==> src/rtl/mem_guard.sv <==
// mem_guard: access-control monitor for the trusted code base and N data regions.
// Optional atomicity checks (illegal entry/exit, irq in TCB) enabled by MEM_GUARD_ATOMIC_EN.
module mem_guard #(
    parameter int                      N_REGIONS     = 5,
    parameter logic [16*N_REGIONS-1:0] REGION_BASE   = {16'hFEFE, 16'hFFDF, 16'h9000,
                                                        16'h8000, 16'hA000},
    parameter logic [16*N_REGIONS-1:0] REGION_SIZE   = {16'h001F, 16'h0033, 16'h001F,
                                                        16'h001F, 16'h1000},
    parameter logic [3*N_REGIONS-1:0]  REGION_POLICY = {3'b011, 3'b110, 3'b110,
                                                        3'b100, 3'b111},
    parameter logic [15:0]             TCB_BASE      = 16'hE000,
    parameter logic [15:0]             TCB_SIZE      = 16'h1000,
    parameter logic [15:0]             RESET_VECTOR  = 16'hFFFE,
    parameter int                      MIN_HOLD      = 4
) (
    input  logic        clk,
    input  logic        reset_n,
    input  logic [15:0] pc,
    input  logic [15:0] data_addr,
    input  logic        r_en,
    input  logic        w_en,
    input  logic        irq,
    output logic        reset,
    output logic [2:0]  viol_cause,
    output logic [2:0]  viol_region,
    output logic [7:0]  viol_count
);

    localparam logic [16:0] TCB_END   = {1'b0, TCB_BASE} + {1'b0, TCB_SIZE} - 17'd2;
    localparam logic [15:0] TCB_LAST  = TCB_END[15:0];
    localparam logic [7:0]  HOLD_INIT = 8'(MIN_HOLD - 1);

    typedef enum logic {RUN, KILL} state_t;

    state_t               state_q, state_d;
    logic [7:0]           hold_q, hold_d;
    logic [2:0]           cause_d, region_d;
    logic [7:0]           count_d;
    logic [N_REGIONS-1:0] rd_hit, wr_hit, twr_hit;
    logic [2:0]           vcause, vregion;
    logic                 pc_tr;

    function automatic logic is_trusted(input logic [15:0] a);
        return (a >= TCB_BASE) && ({1'b0, a} <= TCB_END);
    endfunction

    // 17-bit bound so a region touching 16'hFFFF does not wrap
    function automatic logic in_region(input logic [15:0] a,
                                       input logic [15:0] base,
                                       input logic [15:0] size);
        logic [16:0] last;
        last = {1'b0, base} + {1'b0, size} - 17'd1;
        return (size != 16'd0) && (a >= base) && ({1'b0, a} <= last);
    endfunction

    function automatic logic [2:0] first_idx(input logic [N_REGIONS-1:0] v);
        logic [2:0] idx;
        idx = 3'd0;
        for (int i = N_REGIONS - 1; i >= 0; i--) begin
            if (v[i]) idx = 3'(i);
        end
        return idx;
    endfunction

    assign pc_tr = is_trusted(pc);

    always_comb begin
        rd_hit  = '0;
        wr_hit  = '0;
        twr_hit = '0;
        for (int i = 0; i < N_REGIONS; i++) begin
            if (in_region(data_addr, REGION_BASE[16*i +: 16], REGION_SIZE[16*i +: 16])) begin
                rd_hit[i]  = REGION_POLICY[3*i];
                wr_hit[i]  = REGION_POLICY[3*i+1];
                twr_hit[i] = REGION_POLICY[3*i+2];
            end
        end
    end

`ifdef MEM_GUARD_ATOMIC_EN
    logic [15:0] prev_pc;
    logic        prev_tr;

    always_ff @(posedge clk or negedge reset_n) begin
        if (!reset_n) prev_pc <= RESET_VECTOR;
        else          prev_pc <= pc;
    end

    assign prev_tr = is_trusted(prev_pc);
`else
    logic unused_irq;
    assign unused_irq = irq;
`endif

    // Later assignments override earlier ones: lowest cause code wins
    always_comb begin
        vcause  = 3'd0;
        vregion = 3'd0;
`ifdef MEM_GUARD_ATOMIC_EN
        if (irq && pc_tr) vcause = 3'd6;
        if (prev_tr && !pc_tr && prev_pc != TCB_LAST) vcause = 3'd5;
        if (pc_tr && !prev_tr && pc != TCB_BASE) vcause = 3'd4;
`endif
        if (pc_tr && w_en && twr_hit == '0) vcause = 3'd3;
        if (!pc_tr && w_en && |wr_hit) begin
            vcause  = 3'd2;
            vregion = first_idx(wr_hit);
        end
        if (!pc_tr && r_en && |rd_hit) begin
            vcause  = 3'd1;
            vregion = first_idx(rd_hit);
        end
    end

    always_comb begin
        state_d  = state_q;
        hold_d   = hold_q;
        cause_d  = viol_cause;
        region_d = viol_region;
        count_d  = viol_count;
        unique case (state_q)
            RUN: begin
                if (vcause != 3'd0) begin
                    state_d  = KILL;
                    hold_d   = HOLD_INIT;
                    cause_d  = vcause;
                    region_d = vregion;
                    if (viol_count != 8'hFF) count_d = viol_count + 8'd1;
                end
            end
            KILL: begin
                if (hold_q == 8'd0 && pc == RESET_VECTOR && vcause == 3'd0) begin
                    state_d = RUN;
                end else if (hold_q != 8'd0) begin
                    hold_d = hold_q - 8'd1;
                end
            end
        endcase
    end

    always_ff @(posedge clk or negedge reset_n) begin
        if (!reset_n) begin
            state_q     <= RUN;
            hold_q      <= 8'd0;
            viol_cause  <= 3'd0;
            viol_region <= 3'd0;
            viol_count  <= 8'd0;
        end else begin
            state_q     <= state_d;
            hold_q      <= hold_d;
            viol_cause  <= cause_d;
            viol_region <= region_d;
            viol_count  <= count_d;
        end
    end

    assign reset = (state_q == KILL);

endmodule

==> config.mk <==
export PLATFORM = sky130hd
export DESIGN_NAME = mem_guard
export DESIGN_NICKNAME = d
export VERILOG_FILES = /design/src/rtl/mem_guard.sv
export SDC_FILE = /design/constraint.sdc
export NUM_CORES = 1
export LEC_CHECK = 0
export ABC_CLOCK_PERIOD_IN_PS = 2080
export BUFFER_PORTS_ARGS = -buffer_cell sky130_fd_sc_hd__buf_2
export CAP_MARGIN = 0
export CELL_PAD_IN_SITES_DETAIL_PLACEMENT = 0
export CELL_PAD_IN_SITES_GLOBAL_PLACEMENT = 1
export CORE_UTILIZATION = 32
export DETAILED_ROUTE_END_ITERATION = 16
export GPL_TIMING_DRIVEN = 0
export PLACE_DENSITY_LB_ADDON = 0.1
export SYNTH_ARGS = -nofsm -noshare
export SYNTH_HDL_FRONTEND = slang
export SYNTH_SLANG_ARGS = --single-unit
==> constraint.sdc <==
create_clock -name clk -period 2.08 [get_ports clk]
set_input_delay 0.416 -clock clk [delete_from_list [all_inputs] [get_ports clk]]
set_output_delay 0.416 -clock clk [all_outputs]
set_load 0.05 [all_outputs]
==> qor.txt <==
status - finished, violations left
failing checks - setup timing
highest net fanout along the worst path - 5
Slew headroom - 0.5927
total die area - 4503 sq um
CTS tree - done
# H-tree levels - 1
final worst-path cycle share - 1.133
Commonest cells post-synth - dfrtp_1, nand2_1, nor2_1, nand3_1
Compound-Gate Fraction of Synth Area - 0.2057
Cell Area, Synth - 1356 sq um
Mapped Cells - 142
Crit. Startpoint - data_addr[9]
deepest clock path buffer count - 2
reg2reg end - hold_q[7]$_DFFE_PN0P_
Hold Crit Class - primary input to async pin
worst vdd ir - 370.9 uV
flip-flop and latch count after synthesis - 22
Setup CP Type - primary input to flop
post-synth top area cell - dfrtp_1
TritonCTS Buffers - 3
Area Overhead vs Synth - 43.73%
DR vias - 1358
RePlAce Congestion - 0.7808
min Tclk post-route - 2.357 ns
Startpoint Class - primary input
Sequential Area - 550.5 sq um
Worst-Margin Slew - 0.6109 ns
antenna viol nets, final - 0
drt pass-1 iters - 4
share of cells above drive strength 1 - 0.4619
Filler Cells Inserted - 404
Post-Route WL - 3568 microns
Critical Path AT - 2.51 ns
ys flop type - dfrtp_1
Pwr Total - 0.001112 W
clk sinks - 22
Power Dens Cells - 570.7 nW/um^2
Worst R2R Start - hold_q[0]$_DFFE_PN0P_
largest family of logic cells by synthesized area - simple AND/OR/NAND/NOR gates
PortBufs - 49
Wirelength per Cell - 13.72 microns
clock root buffer - clkbuf_8
syn_nets - 181
Synthesis Warnings - 0
Chip Width - 67.11 microns
Post-route DRC - 0
Post-Synth XOR/XNOR Area - 0.02583
Setup TNS Final - -3.100 ns
required time worst endpoint - 2.23 ns
hold_buf cts - 0
clk_skew - 0.003358 ns
adder-cell share of the synthesized area - 0.01845
multiplexer share of the synthesized area - 0.04059
Max Slew Vio Count - 0
Synth top area share - 0.4059
DP Wirelength - 2563 microns
# diodes - 0
EDFF count, synth - 0
initial antenna violation count - 0
global-route wire length before repair - 5761 microns
IO Pins - 52
post-route cell area - 1949 sq um
worst-skew pair later-pin latency - 0.26 ns
# rows - 23
DR vias/cell - 5.223
max cap viols - 0
largest net degree at the start of global routing - 23
Pleak - 0.8881 nW
final hold violations - 0
post-synth cell types - 52
r2r setup slk - -0.10 ns
Synth Area per Inst - 9.551 sq um
RSZ-0062 raised after global routing - yes
post-synthesis async set-or-reset flop share - 1.000
DP Area - 1673 sq um
grt total ovfl - 0
crit end category - flop
Die Height - 67.11 microns
multi-input logic area - 854.6 sq um
NumNets Final - 250
Total GRT Usage - 0.1694
reg2reg path depth - 10
synth top area cells - dfrtp_1, a31oi_1, nand2_1, nand4_1, nand3_1
Final Setup Violations - 21
Seq/Total Area, Yosys - 0.4059
most common cell in the netlist - dfrtp_1
Initial Util - 0.3366
simple-gate area share of the yosys netlist - 0.2731
PnR worst setup slack - -0.2766 ns
1st-iter DRT viols - 38
crit path to - viol_count[1]$_DFFE_PN0P_
number of global-route vias before repair - 1328
Clock transition at path regs - 0.08 ns
CORE AREA - 4029 sq um
Fmax - 424.3 MHz
[flip-flops by register name, indices dropped and copies added (netlist names)]
| register | count |
|---|---|
| reset | 1 |
| viol_count | 8 |
| hold_q | 8 |
| viol_cause | 2 |
| viol_region | 3 |
[power breakdown]
part	switching [W]	internal, W
Combinational	0.000100	0.000122
Sequential	0.0000866	0.000499
Clock	0.000136	0.000169
[layout make-up]
cell class | count | share of cell area
multi-input combinational | 112 | 0.4384
tap | 50 | 0.03209
timing repair buffer | 64 | 0.1958
inverter | 4 | 0.007702
buffer | 4 | 0.01540
sequential | 22 | 0.2824
clock buffer | 4 | 0.02824
[through the flow]
stage / hold WS [ns] / setup WS [ns] / util / cells
floorplan: 0.1204 / -0.4271 / - / 142
global placement: 0.4119 / -0.6771 / 0.4152 / 241
detailed placement: 0.4156 / -0.6899 / 0.4152 / 241
CTS: 0.1213 / -0.2963 / 0.4543 / 255
global route: 0.1447 / -0.3121 / 0.4839 / 260
finish: 0.1028 / -0.2766 / 0.4839 / 260
[worst max-delay path, stage by stage]
cell      delay [ns]
buf_6           0.09
or4b_1          0.50
or4_4           0.50
mux2i_4         0.21
o21bai_4        0.10
a21oi_4         0.20
and2_4          0.19
mux2_4          0.29
[worst min-delay path by stage]
stage | from | endpoint | slack [ns] | cells past startpoint
6_report | reset_n | viol_cause[0]$_DFFE_PN0P_ | 0.10 | 1
5_1_grt | reset_n | viol_cause[0]$_DFFE_PN0P_ | 0.14 | 1
4_1_cts | reset_n | viol_cause[0]$_DFFE_PN0P_ | 0.12 | 1
3_5_place_dp | reset_n | viol_cause[0]$_DFFE_PN0P_ | 0.42 | 1
3_3_place_gp | reset_n | reset$_DFF_PN0_ | 0.41 | 1
2_1_floorplan | reset_n | hold_q[0]$_DFFE_PN0P_ | 0.12 | 0
[repair_timing]
action / 4_1_cts / 5_1_grt
gates cloned: 0 / 0
gates resized for setup: 7 / 21
pin swaps: 6 / 10
endpoints found under the setup margin: 18 / 21
buffers inserted: 10 / 6
[cells in the final DEF, fill, tap and decap left out, types with 2 or more instances in the layout]
master    synthesis  layout
o21ai_1           0       3
o22ai_1           2       2
or3_1             5       4
and4_1            3       3
a21oi_2           0       2
o211ai_1          2       2
xnor2_1           3       3
buf_4             2      14
nor3_2            0       2
mux2_4            0       2
clkbuf_8          0       4
inv_1             3       2
buf_6             0       6
and3_1            4       4
buf_2             0      47
a32o_1            2       2
a21oi_1           6       4
a31oi_1           6       5
nor3_1            5       3
a31o_2            2       2
nand3_1           7       7
nand2b_1          2       2
nor2b_1           2       2
nor2_1            8       8
dfrtp_1          22      22
nand4_1           6       6
nand2_1          10       8
[metal layers]
metal	routed length (microns)	up-vias	GRT usage	part of all wire
met4	42	0	0.05585	0.012
met1	1537	639	0.2069	0.43
met3	142	5	0.03082	0.040
met2	1846	33	0.2963	0.52
met5	0	-	0	0
li1	-	681	-	-
[cell families (layout without fill, tap and decap cells)]
group	count (synthesis)	after routing
flip-flops	22	22
other	1	1
AND/OR/NAND/NOR	63	63
AO/OA/AOI/OAI	38	38
adder cells (fa/ha/maj)	2	2
multiplexers	4	4
XOR/XNOR	4	4
buffers and inverters	8	76
(Power assumes the default switching activity.)
